File: src/rtl/mem_access_unit.sv
// Memory stage of the RV32I pipeline: single-outstanding data-bus transaction with
// store lane steering, load extraction/extension, and the registered MEM/WB write port.
module mem_access_unit (
   input  logic        clk,
   input  logic        rst,
   input  logic        mem_valid,
   input  logic [31:0] alu_result,
   input  logic [31:0] store_data,
   input  logic        mem_read,
   input  logic        mem_write,
   input  logic [2:0]  mem_load_type,
   input  logic [1:0]  mem_store_type,
   input  logic        wb_reg_file,
   input  logic [4:0]  rd,
   output logic        mem_stall,
   output logic        bus_req,
   output logic        bus_we,
   output logic [31:0] bus_addr,
   output logic [3:0]  bus_be,
   output logic [31:0] bus_wdata,
   input  logic        bus_ack,
   input  logic [31:0] bus_rdata,
   output logic        wb_wr_en,
   output logic [4:0]  wb_wr_addr,
   output logic [31:0] wb_wr_data,
   output logic        misalign_err
);

   localparam logic [2:0] LD_B  = 3'b000;
   localparam logic [2:0] LD_H  = 3'b001;
   localparam logic [2:0] LD_W  = 3'b010;
   localparam logic [2:0] LD_BU = 3'b011;
   localparam logic [2:0] LD_HU = 3'b100;

   localparam logic [1:0] ST_B = 2'b00;
   localparam logic [1:0] ST_H = 2'b01;
   localparam logic [1:0] ST_W = 2'b10;

   typedef enum logic {IDLE, WAIT} state_t;

   state_t      state;
   logic        is_mem;
   logic        is_load;
   logic        is_store;
   logic [2:0]  load_type;
   logic [1:0]  store_type;
   logic [1:0]  off;
   logic        misaligned;
   logic [3:0]  acc_be;
   logic [31:0] acc_wdata;

   logic [2:0]  lat_load_type;
   logic [1:0]  lat_off;
   logic [4:0]  lat_rd;
   logic        lat_wb;
   logic [7:0]  ld_byte;
   logic [15:0] ld_half;
   logic [31:0] load_result;

   // A simultaneous read+write is treated as a load; unknown type codes fall back to word.
   always_comb begin
      is_mem     = mem_valid & (mem_read | mem_write);
      is_load    = mem_read;
      is_store   = mem_write & ~mem_read;
      off        = alu_result[1:0];
      load_type  = (mem_load_type > LD_HU) ? LD_W : mem_load_type;
      store_type = (mem_store_type == 2'b11) ? ST_W : mem_store_type;
      misaligned = 1'b0;
      acc_be     = 4'b1111;
      acc_wdata  = 32'h0;
      if (is_load) begin
         case (load_type)
            LD_B, LD_BU: acc_be = 4'b0001 << off;
            LD_H, LD_HU: begin
               acc_be     = off[1] ? 4'b1100 : 4'b0011;
               misaligned = off[0];
            end
            default: misaligned = (off != 2'b00);
         endcase
      end else begin
         case (store_type)
            ST_B: begin
               acc_be    = 4'b0001 << off;
               acc_wdata = {4{store_data[7:0]}};
            end
            ST_H: begin
               acc_be     = off[1] ? 4'b1100 : 4'b0011;
               acc_wdata  = {2{store_data[15:0]}};
               misaligned = off[0];
            end
            default: begin
               acc_wdata  = store_data;
               misaligned = (off != 2'b00);
            end
         endcase
      end
   end

   // The pipeline is frozen for the whole transaction except the cycle the ack lands in.
   always_comb begin
      if (state == IDLE) mem_stall = is_mem & ~misaligned;
      else               mem_stall = ~bus_ack;
   end

   // Load formatting works from the lane offset captured when the request was issued.
   always_comb begin
      case (lat_off)
         2'b00:   ld_byte = bus_rdata[7:0];
         2'b01:   ld_byte = bus_rdata[15:8];
         2'b10:   ld_byte = bus_rdata[23:16];
         default: ld_byte = bus_rdata[31:24];
      endcase
      ld_half = lat_off[1] ? bus_rdata[31:16] : bus_rdata[15:0];
      case (lat_load_type)
         LD_B:    load_result = {{24{ld_byte[7]}}, ld_byte};
         LD_BU:   load_result = {24'h0, ld_byte};
         LD_H:    load_result = {{16{ld_half[15]}}, ld_half};
         LD_HU:   load_result = {16'h0, ld_half};
         default: load_result = bus_rdata;
      endcase
   end

   always_ff @(posedge clk or negedge rst) begin
      if (!rst) begin
         state         <= IDLE;
         bus_req       <= 1'b0;
         bus_we        <= 1'b0;
         bus_addr      <= 32'h0;
         bus_be        <= 4'h0;
         bus_wdata     <= 32'h0;
         wb_wr_en      <= 1'b0;
         wb_wr_addr    <= 5'd0;
         wb_wr_data    <= 32'h0;
         misalign_err  <= 1'b0;
         lat_load_type <= LD_W;
         lat_off       <= 2'b00;
         lat_rd        <= 5'd0;
         lat_wb        <= 1'b0;
      end else begin
         wb_wr_en     <= 1'b0;
         misalign_err <= 1'b0;
         case (state)
            IDLE: begin
               if (is_mem) begin
                  if (misaligned) begin
                     misalign_err <= 1'b1;
                  end else begin
                     state         <= WAIT;
                     bus_req       <= 1'b1;
                     bus_we        <= is_store;
                     bus_addr      <= {alu_result[31:2], 2'b00};
                     bus_be        <= acc_be;
                     bus_wdata     <= acc_wdata;
                     lat_load_type <= load_type;
                     lat_off       <= off;
                     lat_rd        <= rd;
                     lat_wb        <= wb_reg_file;
                  end
               end else if (mem_valid) begin
                  wb_wr_en   <= wb_reg_file & (rd != 5'd0);
                  wb_wr_addr <= rd;
                  wb_wr_data <= alu_result;
               end
            end
            WAIT: begin
               if (bus_ack) begin
                  state   <= IDLE;
                  bus_req <= 1'b0;
                  if (!bus_we) begin
                     wb_wr_en   <= lat_wb & (lat_rd != 5'd0);
                     wb_wr_addr <= lat_rd;
                     wb_wr_data <= load_result;
                  end
               end
            end
            default: state <= IDLE;
         endcase
      end
   end

endmodule

File: config.mk
export PLATFORM = sky130hd
export DESIGN_NAME = mem_access_unit
export DESIGN_NICKNAME = d
export VERILOG_FILES = /design/src/rtl/mem_access_unit.sv
export SDC_FILE = /design/constraint.sdc
export NUM_CORES = 1
export LEC_CHECK = 0
export ABC_AREA = 1
export CAP_MARGIN = 20
export CELL_PAD_IN_SITES_DETAIL_PLACEMENT = 0
export CELL_PAD_IN_SITES_GLOBAL_PLACEMENT = 1
export CORE_UTILIZATION = 35
export CTS_BUF_LIST = sky130_fd_sc_hd__clkbuf_8
export DETAILED_ROUTE_END_ITERATION = 8
export PLACE_DENSITY = 0.88
export SYNTH_ARGS = -nofsm -noshare
export SYNTH_HDL_FRONTEND = slang
export SYNTH_SLANG_ARGS = --single-unit
File: constraint.sdc
create_clock -name clk -period 4.4 [get_ports clk]
set_clock_uncertainty 0.2 [all_clocks]
set_input_delay 0.66 -clock clk [delete_from_list [all_inputs] [get_ports clk]]
set_output_delay 0.66 -clock clk [all_outputs]
set_load 0.05 [all_outputs]
== Word-level counts from Yosys, hierarchy flattened ==
Index checks and enable logic that the tools add are counted.
Storage, ports and cells
  bits in registers: 119
  bits in latches: 0
  memory bits (writable): 0
  memory bits (read-only): 0
  logic and storage cells: 95
  memories: 0
Cells by class
  add/sub/neg operators: 0
  $mul: 0
  divide/modulo/power cells: 0
  order comparisons: 1
  eq/ne operators: 16
  shift operators: 1
  multiplexer cells: 41
  bitwise operators: 10
  reductions and logical operators: 12
Operator list (count)
  $mux W32: 5
  $pmux W32 S2: 2
  $pmux W32 S4: 1
  $pmux W8 S3: 1
  $mux W5: 4
  $mux W16: 1
  $pmux W4 S2: 2
  $mux W1: 15
  $ne A2 B2 Y1 const B: 6
  $pmux W1 S2: 5
  $pmux W5 S2: 1
  $reduce_bool A5 Y1: 2
  $mux W4: 2
  $eq A3 B1 Y1 const B: 2
  $eq A3 B2 Y1 const B: 2
  $eq A3 B3 Y1 const B: 2
  $logic_not A3 Y1: 2
  $reduce_and A3 Y1: 2
  $and A1 B1 Y1: 5
  $eq A2 B1 Y1 const B: 2
  $eq A2 B2 Y1 const B: 2
  $logic_not A2 Y1: 2
  $not A1 Y1: 4
  $reduce_and A4 Y1: 1
  other kinds (7): 8

== Depth between registers and ports, before layout ==
Gate-level depths: netlist of run 1.
  depth in word-level cells: 9
  depth in mapped cells: 12
  depth with buffers taken out: 10

== Worst setup path after synthesis of run 1 ==
No wires, ideal clock.
  path kind: in2out
  start: in alu_result[0]
  end: out mem_stall
  arrival: 2.041 ns
  slack: 1.499 ns
  stages on the path: 8
  cell sequence: clkbuf_2 > nor2_1 > o221ai_1 > nand2_1 > nand2_2 > buf_6 > buf_6 > o21ai_1
On the way
  word-level cells in the longest chain between the ends: 6
  elaborated cells on any way between the ends: 7
  those cells by class: mux: 4; bitwise: 2; reduce/logical: 1
RTL lines
  start: declaration: RTL line 7  | input logic [31:0] alu_result,
  $reduce_bool A2 Y1: RTL line 78, 93
  $pmux W1 S2 (on tied branches): RTL line 81, 72
  $mux W1 (*): RTL line 71  | if (is_load) begin
  $not A1 Y1 (no source line) (*)
  $and A1 B1 Y1 (*): RTL line 101  | if (state == IDLE) mem_stall = is_mem & ~misaligned;
  $mux W1 (*): RTL line 101
  end: declaration: RTL line 15  | output logic mem_stall,
Mark *: on every way between the ends. The rest lies on a longest branch, timed or not.

== Worst setup path in the final report of run 1 ==
  start: in mem_store_type[1]
  end: out mem_stall
On the way
  word-level cells in the longest chain between the ends: 8
  elaborated cells on any way between the ends: 9
  those cells by class: eq/ne: 2; mux: 4; bitwise: 2; reduce/logical: 1
RTL lines
  start: declaration: RTL line 12  | input logic [1:0] mem_store_type,
  $eq A2 B2 Y1: RTL line 67  | store_type = (mem_store_type == 2'b11) ? ST_W : mem_store_type;
  $mux W2 (*): RTL line 67
  $eq A2 B1 Y1 / $logic_not A2 Y1 (equally long branches): RTL line 81  | case (store_type)
  $pmux W1 S2 (*): RTL line 81
  $mux W1 (*): RTL line 71
  $not A1 Y1 (no source line) (*)
  $and A1 B1 Y1 (*): RTL line 101
  $mux W1 (*): RTL line 101
Marks and branches as above.

==> results of run 1 <==
-- layout make-up --
class / count / area (sq um)
repair buffers: 230 / 2330
clock inverters: 13 / 155
clock buffers: 19 / 262
multi-input cells: 599 / 2700
well taps: 220 / 275
inverters: 50 / 188
fillers: 1654 / 7930
flip-flops and latches: 119 / 2980
-- kinds of logic (layout without fill, tap and decap cells) --
logic type	after synthesis	count (layout)
buf+inv	99	312
simple gates	389	389
compound gates	208	208
other cells	1	2
flops	119	119
-- worst paths after layout --
path	end	depth (start not counted)
worst max-delay path	mem_stall	8
worst min-delay path	bus_addr[7]	1
worst max register to register	wb_wr_data[16]	7
worst min register to register	bus_addr[3]	2
max in group asynchronous	lat_load_type[1]	2
min in group clk	bus_addr[3]	2
-- per-layer routing --
metal,global-route usage (%),wire (um)
met5,0,0
met4,9.93,550
met3,5.78,1500
met2,35.9,9240
met1,29.4,9010
-- report_power, final --
| group | internal, mW | switching, mW | leakage (nW) |
|---|---|---|---|
| Clock | 0.587 | 0.470 | 0.218 |
| Combinational | 0.899 | 1.83 | 2.40 |
| Sequential | 1.42 | 0.194 | 1.47 |
-- flip-flops by register name (all words and copies together), names as in the netlist, 2 cells and up --
register / count
bus_wdata: 32
wb_wr_data: 32
bus_addr: 30
lat_rd: 5
wb_wr_addr: 5
bus_be: 4
lat_load_type: 3
lat_off: 2
-- cells in the final DEF (no fill, tap or decap), drive strengths merged, types with 3 or more instances in the layout --
cell type,n
buf,12
bufinv,3
inv,52
dfrtp,118
a21oi,87
nor2,57
clkinv,7
o211ai,32
nor3,3
clkbuf,19
nand3,15
a22oi,8
clkdlybuf4s50,218
nand2,310
a31oi,5
o21ai,69
-- worst max-delay path, stage by stage --
cell and delay (ns):
clkdlybuf4s50_1 0.45, inv_2 0.36, nand2_2 0.24, o221ai_1 0.21, nand2_1 0.14, nand2_4 0.10, o21ai_1 0.13, buf_4 0.22
-- through the flow --
stage,instance area [sq um],hold slack (ns),utilization [%]
after floorplan,6120,0.164,-
after global placement,8400,0.261,50.0
after detailed placement,8420,0.265,50.0
after CTS,8830,0.112,52.5
after global routing,8890,0.148,52.8
final,8890,0.0953,52.8
==> summary.md, run 1 <==
| Metric | Value |
|---|---|
| Final RePlAce weighted congestion | `0.826` |
| Initial antenna violation count | `0` |
| DR vias/cell | `4.94` |
| Unique cell type count in the Yosys netlist | `32` |
| Slew @ Worst Pin | `0.829 ns` |
| Clk buf depth | `2` |
| DRC Markers | `0` |
| Total Power | `5.40 mW` |
| Non-filler cells, final | `1250` |
| Top area cells in the synthesized netlist | `dfrtp_1, nand2_1, a21oi_1` |
| Crit path from | `mem_store_type[1]` |
| R2R Setup Slk | `2.24 ns` |
| Initial DRC Count | `407` |
| Worst IR Drop VDD | `0.000369 V` |
| Final hold vios | `0` |
| TritonCTS clock tree | `yes` |
| GR Overflow Total | `0` |
| Initial Util | `36.4%` |
| Max Slew Vio Count | `0` |
| Pleak | `4.09 nW` |
| Async SR Flop Fraction | `100%` |
| MaxCap Viol Count | `0` |
| Setup slack after layout | `1.02 ns` |
| Critical Path End Type | `output port` |
| Final nets | `1130` |
| Main combinational cell family by area after synthesis | `simple AND/OR/NAND/NOR gates` |
| FMAX | `296 MHz` |
| Post_cts resized | `0` |
| Vias in the first global route | `5901` |
| CTS Hold Bufs | `0` |
| Status | `complete, no violations` |
| Post-synth EDFFs | `0` |
| CP Data Required Time | `3.54 ns` |
| Path category of the worst min-delay check | `in2async` |
| Post-synthesis sequential area ratio | `48.7%` |
| DR pass1 iterations | `5` |
| HPWL Detailed | `14300 um` |
| DRT antenna net count | `0` |
| CP Class | `in2out` |
| Die Width | `134 um` |
| First-pass GRT wire length | `31500 um` |
| Area fraction of the dominant cell type after synthesis | `48.3%` |
| #FFs+latches synth | `119` |
| Post-CTS Setup Inserts | `0` |
| Area of the mapped netlist | `6120 sq um` |
| Worst-Skew Late Latency | `0.45 ns` |
| GRT Total Usage | `22.7%` |
| Post-Synthesis Mean Instance Area | `7.50 sq um` |
| Placed Cells | `1216` |
| Share of layout cells above drive strength 1 | `5.34%` |
| CTS root buf | `clkbuf_8` |
| Ports | `223` |
| Synth top cells by count | `nand2_1, dfrtp_1, a21oi_1` |
| Place WS | `1.01 ns` |
| H-tree levels | `4` |
| Area leader, netlist | `dfrtp_1` |
| Setup violators final | `0` |
| Post-Synth Simple-Gate Area | `24.9%` |
| Die Y | `134 um` |
| Largest net degree at the start of global routing | `62` |
| RSZ-0062 raised after global routing | `no` |
| Final min period | `3.38 ns` |
| Most frequent cell after synthesis | `nand2_1` |
| CP max FO | `26` |
| Top_reg_cell synth | `dfrtp_1` |
| CTS buffer count | `17` |
| Compound-gate portion of the synthesized area | `19.0%` |
| Worst EP arrival | `2.52 ns` |
| Area Growth Syn to Fin | `45.2%` |
| Worst r2r src | `state` |
| TNS Setup | `0 ns` |
| Site Rows | `47` |
| Clock-pin slew on the worst setup and hold paths | `0.07 ns` |
| # diodes | `0` |
| Synthesized instance count | `816` |
| Xor/xnor cell area share of the yosys netlist | `0%` |
| PwrDens | `607 nW/um^2` |
| Post-Synth Adder-Cell Area | `0%` |
| Synthesis Warnings | `0` |
| Core Footprint | `16800 sq um` |
| Mux contribution to synthesized area | `0%` |
| Routed len/inst | `16.2 um` |
| DIE AREA | `18000 sq um` |
| Via Count | `6181` |
| Sinks on Clock Net | `119` |
| PortBufs | `220` |
| Max-slew headroom | `44.7%` |
| Crit start category | `primary input` |
| WL final | `20300 um` |
| Final period utilization | `76.9%` |
No activity file was read; power rests on OpenSTA's default activity.
==> inputs of run 2 (changes only) <==
--- a/config.mk
+++ b/config.mk
@@ -9,10 +9,10 @@
 export CAP_MARGIN = 20
 export CELL_PAD_IN_SITES_DETAIL_PLACEMENT = 0
 export CELL_PAD_IN_SITES_GLOBAL_PLACEMENT = 1
-export CORE_UTILIZATION = 35
+export CORE_UTILIZATION = 32
 export CTS_BUF_LIST = sky130_fd_sc_hd__clkbuf_8
 export DETAILED_ROUTE_END_ITERATION = 8
-export PLACE_DENSITY = 0.88
+export PLACE_DENSITY = 0.82
 export SYNTH_ARGS = -nofsm -noshare
 export SYNTH_HDL_FRONTEND = slang
 export SYNTH_SLANG_ARGS = --single-unit
==> constraint.sdc (replaced) <==
create_clock -name clk -period 3.5 [get_ports clk]
set_clock_uncertainty 0.2 [all_clocks]
set_input_delay 0.525 -clock clk [delete_from_list [all_inputs] [get_ports clk]]
set_output_delay 0.525 -clock clk [all_outputs]
set_load 0.05 [all_outputs]
==> run 2 against run 1 <==
Combinational power grew 24%. Critical path depth is the same. Global-route usage down 1.1 points. Clock power increased by 39%. Flip-flop and latch count stayed put. Cell count increased by 1.4%. Sequential share of layout area is 0.15 points lower. Via count decreased by 0.73%. Count of clock-buffer cells in the layout shrank 1. Setup slack worse by 0.35 ns. Critical path type unchanged.
==> summary.md, run 2 (synthesis results as in run 1) <==
| Metric | Value |
|---|---|
| Initial Util | `32.7% (-3.7 points)` |
| Post-CTS Setup Inserts | `0 (unchanged)` |
| Ports | `223 (unchanged)` |
| DR pass1 iterations | `4 (-1)` |
| Clk buf depth | `2 (unchanged)` |
| CP Class | `in2out` |
| Site Rows | `50 (+6.4%)` |
| Initial antenna violation count | `0 (unchanged)` |
| Core Footprint | `18700 sq um (+11%)` |
| Pleak | `4.10 nW (+0.40%)` |
| DRT antenna net count | `0 (unchanged)` |
| Largest net degree at the start of global routing | `70 (+13%)` |
| Worst-Skew Late Latency | `0.45 ns (about the same)` |
| RSZ-0062 raised after global routing | `no` |
| HPWL Detailed | `14800 um (+3.5%)` |
| FMAX | `353 MHz` |
| H-tree levels | `4 (unchanged)` |
| Most frequent cells in the layout | `nand2_1, clkdlybuf4s50_1, dfrtp_1` |
| Via Count | `6136 (-0.73%)` |
| GRT Total Usage | `21.6% (-1.1 points)` |
| # diodes | `0 (unchanged)` |
| MaxCap Viol Count | `0 (unchanged)` |
| DRC Markers | `0 (unchanged)` |
| CP max stage cell | `clkdlybuf4s50_1` |
| TNS Setup | `0 ns (unchanged)` |
| Slew @ Worst Pin | `0.976 ns (+0.146 ns)` |
| Critical path cell sequence | `clkdlybuf4s50_1, a21oi_1, nand3_1, o211ai_1, nand2_1, nand2_4, o21ai_1, buf_4` |
| Share of layout cells above drive strength 1 | `5.61% (+0.27 points)` |
| Path category of the worst min-delay check | `in2async` |
| Total Power | `6.89 mW (+28%)` |
| Post_cts resized | `0 (unchanged)` |
| Largest registers | `bus_wdata x32, wb_wr_data x32, bus_addr x30` |
| CTS Hold Bufs | `0 (unchanged)` |
| Final nets | `1134 (+0.35%)` |
| Placed Cells | `1236 (+1.6%)` |
| WL final | `20800 um (+2.5%)` |
| Sinks on Clock Net | `119 (unchanged)` |
| Die Width | `140 um (+4.5%)` |
| Final hold vios | `0 (unchanged)` |
| Final RePlAce weighted congestion | `0.826 (about the same)` |
| Area Growth Syn to Fin | `45.9%` |
| Crit start category | `primary input` |
| TritonCTS clock tree | `yes` |
| DIE AREA | `19700 sq um (+9.2%)` |
| Critical Path End Type | `output port` |
| First-pass GRT wire length | `32800 um (+4.2%)` |
| Non-filler cells, final | `1267 (+1.4%)` |
| Final min period | `2.83 ns` |
| GR Overflow Total | `0 (unchanged)` |
| DR vias/cell | `4.84 (-2.1%)` |
| Worst IR Drop VDD | `0.000274 V (-26%)` |
| Max stage delay on crit path | `0.47 ns (+0.02 ns)` |
| Status | `complete, no violations` |
| Initial DRC Count | `317 (-22%)` |
| Worst EP arrival | `2.11 ns (-0.41 ns)` |
| Crit path from | `mem_load_type[0]` |
| Max-slew headroom | `35.0% (-9.8 points)` |
| Max Slew Vio Count | `0 (unchanged)` |
| Die Y | `140 um (+4.5%)` |
| PwrDens | `772 nW/um^2 (+27%)` |
| Routed len/inst | `16.4 um (+1.2%)` |
| CP max FO | `10 (-62%)` |
| CTS root buf | `clkbuf_8` |
| Clock-pin slew on the worst setup and hold paths | `0.07 ns (about the same)` |
| Final period utilization | `80.9%` |
| Worst r2r src | `lat_off[1]` |
| CP Data Required Time | `2.77 ns (-0.77 ns)` |
| Most common cell after layout, fill and taps aside | `nand2_1` |
| Setup violators final | `0 (unchanged)` |
| PortBufs | `220 (unchanged)` |
| CTS buffer count | `17 (unchanged)` |
| Vias in the first global route | `6043 (+2.4%)` |
[run 2: cell count changes in the layout (fill, tap and decap cells not counted), sizes merged]
cell / change
buf: +4
bufinv: +2
clkbuf: -1
clkinv: -2
[run 2: routing by layer]
layer  track usage [%]  share of wire (%)
met5                 0                  0
met4              6.25                1.4
met3              6.29                6.8
met2              35.9                 48
met1              27.2                 44
[run 2: power by group]
group          internal, mW  switching (mW)  leakage [nW]
Clock                 0.862           0.607         0.232
Sequential             1.78           0.260          1.47
Combinational          1.10            2.28          2.40
[run 2: critical path: cells and delay by family]
family	cells	cell delay [ns]
buffers and inverters	2	0.67
and+or+nand+nor	3	0.38
AOI/OAI and AO/OA	3	0.51
[run 2: final timing paths]
kind                                    end  slack (ns)  cells past startpoint
min reg2reg                    bus_addr[10]        0.28                      2
min                          wb_wr_data[12]        0.02                      1
max reg2reg                  wb_wr_data[22]        1.24                      8
max in group asynchronous  lat_load_type[1]        2.31                      2
max                               mem_stall        0.67                      8
min in group clk               bus_addr[10]        0.28                      2
[run 2: metrics by stage]
step | cell area, sq um | hold WS (ns) | utilization (%) | setup WS (ns)
after floorplan | 6120 | 0.0294 | - | 0.869
after global placement | 8470 | 0.261 | 45.3 | 0.684
after detailed placement | 8470 | 0.264 | 45.3 | 0.583
after CTS | 8930 | 0.0524 | 47.7 | 0.651
after global routing | 8930 | 0.0722 | 47.7 | 0.523
final | 8930 | 0.0150 | 47.7 | 0.669
[run 2: layout make-up]
type / instances / area (sq um)
Clock inverter: 13 / 205
Clock buffer: 18 / 248
Multi-Input combinational cell: 599 / 2700
Tap cell: 234 / 293
Timing Repair Buffer: 234 / 2310
Fill cell: 1856 / 9780
Sequential cell: 119 / 2980
Inverter: 50 / 188
